### src/rtl/gpio_ctrl_param.sv
// Parametrised GPIO controller with per-pin direction, aux muxing, synchronised and debounced
// inputs, and sticky edge interrupts on the simple register bus.
module gpio_ctrl_param #(
    parameter int unsigned WIDTH       = 32,
    parameter int unsigned SYNC_STAGES = 2,
    parameter int unsigned DEB_W       = 8
) (
    input  logic             sysclk,
    input  logic             sysrst,
    input  logic             gpio_we,
    input  logic [31:0]      gpio_addr,
    input  logic [31:0]      gpio_dat_i,
    input  logic [WIDTH-1:0] aux_i,
    input  logic [WIDTH-1:0] in_pad_i,
    input  logic             gpio_eclk,
    output logic             gpio_inta_o,
    output logic [31:0]      gpio_dat_o,
    output logic [WIDTH-1:0] out_pad_o,
    output logic [WIDTH-1:0] oen_padoe_o
);

    localparam logic [5:0] AddrIn    = 6'h00;
    localparam logic [5:0] AddrOut   = 6'h01;
    localparam logic [5:0] AddrOe    = 6'h02;
    localparam logic [5:0] AddrInte  = 6'h03;
    localparam logic [5:0] AddrPtrig = 6'h04;
    localparam logic [5:0] AddrAux   = 6'h05;
    localparam logic [5:0] AddrCtrl  = 6'h06;
    localparam logic [5:0] AddrInts  = 6'h07;
    localparam logic [5:0] AddrBoth  = 6'h08;
    localparam logic [5:0] AddrDeb   = 6'h09;

    logic [WIDTH-1:0] out_q, oe_q, inte_q, ptrig_q, aux_q, both_q;
    logic [WIDTH-1:0] ints_q, ints_d;
    logic [1:0]       ctrl_q, ctrl_d;
    logic [DEB_W-1:0] deb_q, deb_m1;

    logic [SYNC_STAGES-1:0][WIDTH-1:0] in_sync_q;
    logic [SYNC_STAGES-1:0]            eclk_sync_q;
    logic                              eclk_prev_q;
    logic                              eclk_rise, qual;

    logic [WIDTH-1:0]            s, d_q, d_d, d_prev_q;
    logic [WIDTH-1:0][DEB_W-1:0] cnt_q, cnt_d;
    logic [WIDTH-1:0]            rise, fall, ev, clr;

    logic             hit, wr_en;
    logic [5:0]       idx;
    logic [WIDTH-1:0] wdat;
    logic [31:0]      rdata;
    logic             unused_bits;

    assign hit   = (gpio_addr[31:8] == 24'h0);
    assign idx   = gpio_addr[7:2];
    assign wr_en = gpio_we & hit;
    assign wdat  = gpio_dat_i[WIDTH-1:0];
    assign unused_bits = ^{gpio_addr[1:0], gpio_dat_i};

    assign out_pad_o   = (aux_q & aux_i) | (~aux_q & out_q);
    assign oen_padoe_o = oe_q;

    assign s         = in_sync_q[SYNC_STAGES-1];
    assign eclk_rise = eclk_sync_q[SYNC_STAGES-1] & ~eclk_prev_q;
    assign qual      = ctrl_q[1] ? eclk_rise : 1'b1;
    assign deb_m1    = deb_q - DEB_W'(1);

    // Counter at or above the threshold counts as terminal so a lowered DEBOUNCE takes effect.
    always_comb begin
        cnt_d = cnt_q;
        d_d   = d_q;
        if (qual) begin
            for (int i = 0; i < WIDTH; i++) begin
                if (deb_q == '0) begin
                    d_d[i]   = s[i];
                    cnt_d[i] = '0;
                end else if (s[i] == d_q[i]) begin
                    cnt_d[i] = '0;
                end else if (cnt_q[i] >= deb_m1) begin
                    d_d[i]   = s[i];
                    cnt_d[i] = '0;
                end else begin
                    cnt_d[i] = cnt_q[i] + DEB_W'(1);
                end
            end
        end
    end

    assign rise = d_q & ~d_prev_q;
    assign fall = ~d_q & d_prev_q;
    assign ev   = (both_q & (rise | fall)) |
                  (~both_q & ((ptrig_q & rise) | (~ptrig_q & fall)));
    assign clr  = (wr_en && idx == AddrInts) ? wdat : '0;
    // Set wins over a simultaneous write-1-to-clear.
    assign ints_d = (ints_q & ~clr) | (ev & inte_q);
    assign ctrl_d = (wr_en && idx == AddrCtrl) ? gpio_dat_i[1:0] : ctrl_q;

    always_comb begin
        rdata = '0;
        if (hit) begin
            case (idx)
                AddrIn:    rdata = 32'(d_q);
                AddrOut:   rdata = 32'(out_q);
                AddrOe:    rdata = 32'(oe_q);
                AddrInte:  rdata = 32'(inte_q);
                AddrPtrig: rdata = 32'(ptrig_q);
                AddrAux:   rdata = 32'(aux_q);
                AddrCtrl:  rdata = 32'(ctrl_q);
                AddrInts:  rdata = 32'(ints_q);
                AddrBoth:  rdata = 32'(both_q);
                AddrDeb:   rdata = 32'(deb_q);
                default:   rdata = '0;
            endcase
        end
    end

    always_ff @(posedge sysclk) begin
        if (sysrst) begin
            out_q       <= '0;
            oe_q        <= '0;
            inte_q      <= '0;
            ptrig_q     <= '0;
            aux_q       <= '0;
            both_q      <= '0;
            deb_q       <= '0;
            ctrl_q      <= '0;
            ints_q      <= '0;
            in_sync_q   <= '0;
            eclk_sync_q <= '0;
            eclk_prev_q <= 1'b0;
            d_q         <= '0;
            d_prev_q    <= '0;
            cnt_q       <= '0;
            gpio_dat_o  <= '0;
            gpio_inta_o <= 1'b0;
        end else begin
            if (wr_en) begin
                case (idx)
                    AddrOut:   out_q   <= wdat;
                    AddrOe:    oe_q    <= wdat;
                    AddrInte:  inte_q  <= wdat;
                    AddrPtrig: ptrig_q <= wdat;
                    AddrAux:   aux_q   <= wdat;
                    AddrBoth:  both_q  <= wdat;
                    AddrDeb:   deb_q   <= gpio_dat_i[DEB_W-1:0];
                    default:   ;
                endcase
            end
            ctrl_q      <= ctrl_d;
            ints_q      <= ints_d;
            gpio_inta_o <= ctrl_d[0] & (|ints_d);
            gpio_dat_o  <= rdata;
            in_sync_q   <= {in_sync_q[SYNC_STAGES-2:0], in_pad_i};
            eclk_sync_q <= {eclk_sync_q[SYNC_STAGES-2:0], gpio_eclk};
            eclk_prev_q <= eclk_sync_q[SYNC_STAGES-1];
            d_q         <= d_d;
            d_prev_q    <= d_q;
            cnt_q       <= cnt_d;
        end
    end

endmodule

### config.mk
export PLATFORM = sky130hd
export DESIGN_NAME = gpio_ctrl_param
export DESIGN_NICKNAME = d
export VERILOG_FILES = /design/src/rtl/gpio_ctrl_param.sv
export SDC_FILE = /design/constraint.sdc
export NUM_CORES = 2
export LEC_CHECK = 0
export ABC_AREA = 1
export CORE_ASPECT_RATIO = 1.75
export CORE_MARGIN = 8
export CORE_UTILIZATION = 40
export DETAILED_ROUTE_END_ITERATION = 10
export HOLD_SLACK_MARGIN = 0.1
export PLACE_DENSITY = 0.68
export SLEW_MARGIN = 10
export SYNTH_ARGS = -nofsm -noshare
export SYNTH_HDL_FRONTEND = slang
export SYNTH_SLANG_ARGS = --single-unit
### constraint.sdc
create_clock -name sysclk -period 4.8 [get_ports sysclk]
set_input_delay 0.48 -clock sysclk [delete_from_list [all_inputs] [get_ports sysclk]]
set_output_delay 0.48 -clock sysclk [all_outputs]
set_load 0.02 [all_outputs]
# Word-level counts from Yosys, hierarchy flattened
# Index checks and enable logic that the tools add are counted.
[word_totals]
register_bits = 654
latch_bits = 0
ramBits = 0
mem_bits_ro = 0
out_inout_bits = 97
word_cells = 519
memories = 0
[op_classes]
add_sub_neg = 33
multipliers = 0
div = 0
order_cmp = 32
eq_ne = 73
n_shift = 0
n_mux = 196
n_bitwise = 26
n_reduce_logical = 78
[op_table]
columns = ["cell", "count"]
rows = [
  ["$mux W8", 96],
  ["$and A32 B32 Y32", 10],
  ["$pmux W32 S10", 1],
  ["$add A8 B1 Y8 const B", 32],
  ["$ge A8 B8 Y1", 32],
  ["$not A32 Y32", 6],
  ["$or A32 B32 Y32", 5],
  ["$mux W1", 98],
  ["$reduce_and A3 Y1", 32],
  ["$reduce_bool A2 Y1", 32],
  ["$ne A2 B2 Y1 const B", 23],
  ["$eq A1 B1 Y1", 32],
  ["$mux W32", 1],
  ["$reduce_or A32 Y1", 1],
  ["$eq A6 B3 Y1 const B", 4],
  ["$logic_not A24 Y1", 1],
  ["$ne A2 B1 Y1 const B", 9],
  ["$reduce_and A2 Y1", 7],
  ["$eq A6 B2 Y1 const B", 2],
  ["$eq A6 B4 Y1 const B", 2],
  ["$logic_not A8 Y1", 1],
  ["$sub A8 B1 Y8 const B", 1],
  ["$eq A6 B1 Y1 const B", 1],
  ["$logic_not A6 Y1", 1],
  ["4 further kinds", 8],
]

# Logic depth before layout (Yosys ltp)
[logic_depth]
depth_word = 10
ltp_mapped = 15
ltp_nobuf = 15

# Worst setup path before layout
# Ideal clock, no wire load.
[synth_path]
kind = "register -> register"
from = "reg deb_q[0]"
to = "reg cnt_q[188] in the netlist's numbering"
arrival_ns = 4.164
setup_slack_ns = 0.570
path_stages_with_launch = 13
path_buffers = 0
period_less_slack_ns = 4.230
path_cell_list = "dfxtp_1 -> inv_1 -> nand4_1 -> nor3_1 -> xor2_1 -> ha_1 -> a21oi_1 -> o21a_1 -> nand4_1 -> nor3_2 -> inv_1 -> o21a_1 -> nor2_1"
[synth_via]
elab_chain_cells = 5
[synth_lines]
columns = ["item", "line", "source"]
rows = [
  ["start: declaration", "36", "logic [DEB_W-1:0] deb_q, deb_m1;"],
  ["start signal: assignment", "144", "AddrDeb: deb_q <= gpio_dat_i[DEB_W-1:0];"],
  ["$sub A8 B1 Y8", "65", "assign deb_m1 = deb_q - DEB_W'(1);"],
  ["$ge A8 B8 Y1", "78", "end else if (cnt_q[i] >= deb_m1) begin"],
  ["$mux W8", "78", ""],
  ["$mux W8", "76", "end else if (s[i] == d_q[i]) begin"],
  ["$mux W8 (*)", "73", "if (deb_q == '0) begin"],
  ["end signal: assignment", "157", "cnt_q <= cnt_d;"],
  ["end: declaration", "44", "logic [WIDTH-1:0][DEB_W-1:0] cnt_q, cnt_d;"],
]
# Every way passes the cells marked *; elsewhere a longest branch is shown, timed or not.
# A chain may end at the register's enable or synchronous reset.

# Final worst setup path
[layout_path]
from = "reg deb_q[2]"
to = "reg cnt_q[125] in the netlist's numbering"
# Same word-level chain as after synthesis.

==> flow_summary.yaml <==
outcome:
  status: "finished clean"
global_routing:
  grt_pass1_wl_mm: 165
  antenna_found_initial: 0
  grt_max_degree: 164
  grt_usage: 0.209
  grt_pass1_vias: 31200
  grt-ovfl-total: 0
logic_synthesis:
  synth-seq-area-share: 0.376
  synthMuxAreaShare: 0
  synth_edf_count: 0
  synth_top_family_by_area: "simple AND/OR/NAND/NOR gates"
  synth.largest_area_cell: "dfxtp_1"
  yosys-top-cells-area: "dfxtp_1 (38%), ha_1 (13%), a21oi_1 (7.5%)"
  synth_xor_area_frac: 0.0385
  synth-simple-area-share: 0.197
  ys_types: 48
  synth_fa_ha_area_frac: 0.127
  ys_ff_latch: 654
  ys.flop_type: "dfxtp_1"
  syn_area_sq_um: 34800
  netlist_instances: 4616
  ys_top_cells_by_count: "nor2_1 (693), dfxtp_1 (654), nand2_1 (605), a21oi_1 (525), inv_1 (471)"
  synth_area_per_cell_sq_um: 7.54
  yosys_warnings: 0
  synth_top_cell_area_share: 0.376
  synth-compound-area-share: 0.189
  async_flop_share: 0
  syn_nets: 5102
  synth.most_common_cell: "nor2_1"
clocking:
  path_clk_slew_ns: 0.07
  h-tree-depth: 2
  root_buffer: "clkbuf_16"
  cts_tree: "done"
  clockBufferDepth: 3
  clock-sinks: 654
  cts-buffers-inserted: 58
  clock_latency_ns: 0.65
  cts_resized: 0
  postCtsSetupRepairBufs: 0
  postCtsHoldBufs: 0
sta:
  slew_viol_final: 0
  setup_viol: 0
  worst_pin_slew_ns: 1.12
  clock.fmax_mhz: 271
  finClkSkew_ns: 0.0379
  worst_slack_ns: 1.11
  finalCritPeriodShare: 0.768
  worst_slew_margin_rel: 0.250
  timing.final.hold_violations: 0
  totalNegativeSetupSlack_ns: 0
  rsz0062_at_grt: "false"
  finalCriticalPeriod_ns: 3.69
critical_path:
  cp-start-kind: "flop"
  critical_path_class: "flop to flop"
  path_common_cell: "nor2_1"
  path_max_fanout: 32
  crit_path_end_kind: "flop"
  critPathMaxStageDelay_ns: 0.60
  arrival_ns: 4.18
  cp_slowest_cell: "o41ai_1"
  crit_required_ns: 5.29
  path_cells: "nor2_1 -> nand4_1 -> nor3_1 -> xor2_4 -> buf_4 -> ha_1 -> nand2_1 -> o41ai_1 -> nor2_1 -> inv_1 -> a2bb2oi_1 -> nor2_1"
route:
  viasPerCell: 5.36
  vias: 32100
  drt_wl_total_mm: 105
  drc: 0
  antenna_left: 0
  drt_iter0_drc: 2071
  drt_pass1_iterations: 5
  routedWlPerCell_um: 17.5
pwr:
  irDropWorstVdd_uv: 306
  leakage_nw: 16.4
  power_density_nw_per_um2: 271
job:
  maxCapViolCount: 0
final_layout:
  fillers: 8643
  multi_input_area_sq_um: 19300
  regArea_sq_um: 13100
  drive_above_1_share: 0.0388
  n_antenna_cell: 0
  area_growth_syn_to_layout_pct: 16.0
  finalNonFillerCells: 5982
  num-nets-final: 5260
floorplan:
  ios: 229
  num_rows: 143
  die_area_sq_um: 97100
  chipHeight_um: 406
  chipWidth_um: 239
  start_util: 0.402
  core_area_sq_um: 86600
place:
  pre_cts_ws_ns: 1.13
  io_buffers: 226
  placedCellCount: 5874
  hpwl_mm: 70.5
  place.gp.congestion: 0.871
hold_path:
  holdCritPathClass: "input port to flop"
cell families (layout without fill, tap and decap cells):
logic type                 Yosys count  count (layout)
adders and majority gates          354             354
DFF                                654             654
xor gates and xnor gates           153             153
and+or+nand+nor                   1639            1639
AOI/OAI and AO/OA                 1158            1158
buffers and inverters              658             864
routing by layer:
layer	wire length, um	part of all wire	track usage
met5	0	0	0
met4	5120	0.049	0.102
met3	5460	0.052	0.0266
met2	51700	0.49	0.379
met1	42600	0.41	0.239
flip-flops by register name (all words and copies together), names as in the netlist, 8 cells and up:
name         flops
ptrig_q         32
inte_q          32
deb_q            8
oen_padoe_o     32
out_q           32
gpio_dat_o      32
cnt_q          256
d_prev_q        32
in_sync_q       32
ints_q          32
s               32
d_q             32
aux_q           32
both_q          32
worst max-delay path: cells and delay by family, from the launching register on:
kind,cells,cell delay (ns)
simple gates,6,1.22
compound gates,2,0.79
buf+inv,2,0.72
flops,1,0.37
fa+ha+maj,1,0.24
xor+xnor,1,0.16
path summary, 6_finish.rpt:
| path | start | to | slack [ns] | cells after the start |
|---|---|---|---|---|
| max | deb_q[2] | cnt_q[125] | 1.11 | 12 |
| min reg2reg | in_sync_q[17] | s[17] | 0.41 | 2 |
| max reg2reg | deb_q[2] | cnt_q[125] | 1.11 | 12 |
| min | sysrst | d_prev_q[13] | 0.33 | 2 |
report_power, final:
group	leakage (nW)	switching (mW)	total, mW	internal [mW]
Sequential	5.28	0.0274	5.49	5.46
Combinational	10.1	0.239	0.394	0.155
Clock	0.989	2.28	5.05	2.77
layout by cell type, fill, tap and decap left out, types with 46 or more instances in the layout:
master	Yosys	routed
a21oi_1	525	525
o21ai_0	347	347
nand4_1	77	77
nand3_1	148	148
dfxtp_1	654	654
inv_1	471	469
xor2_1	83	79
a22oi_1	75	75
nor3_1	46	46
nand2_1	605	605
ha_1	354	354
clkbuf_16	0	58
xnor2_1	70	69
nor2_1	693	691
clkdlybuf4s50_1	0	225
area by class of cell:
cell class                      instances  area share
Multi-Input combinational cell       3304       0.478
Timing Repair Buffer                  276      0.0670
Tap cell                             1160      0.0359
Sequential cell                       654       0.324
Inverter                              480      0.0449
Clock inverter                         36      0.0103
Clock buffer                           72      0.0397
metrics by stage:
stage	area (sq um)	hold WS (ns)	power (mW)	utilization
final	40400	0.333	10.9	0.466
after global placement	38400	0.393	6.00	0.443
after CTS	40400	0.319	11.0	0.466
after global routing	40400	0.361	11.2	0.466
after floorplan	34800	0.388	5.78	-
after detailed placement	38400	0.397	6.00	0.443
Note: power is estimated with default switching activity, not from simulation.
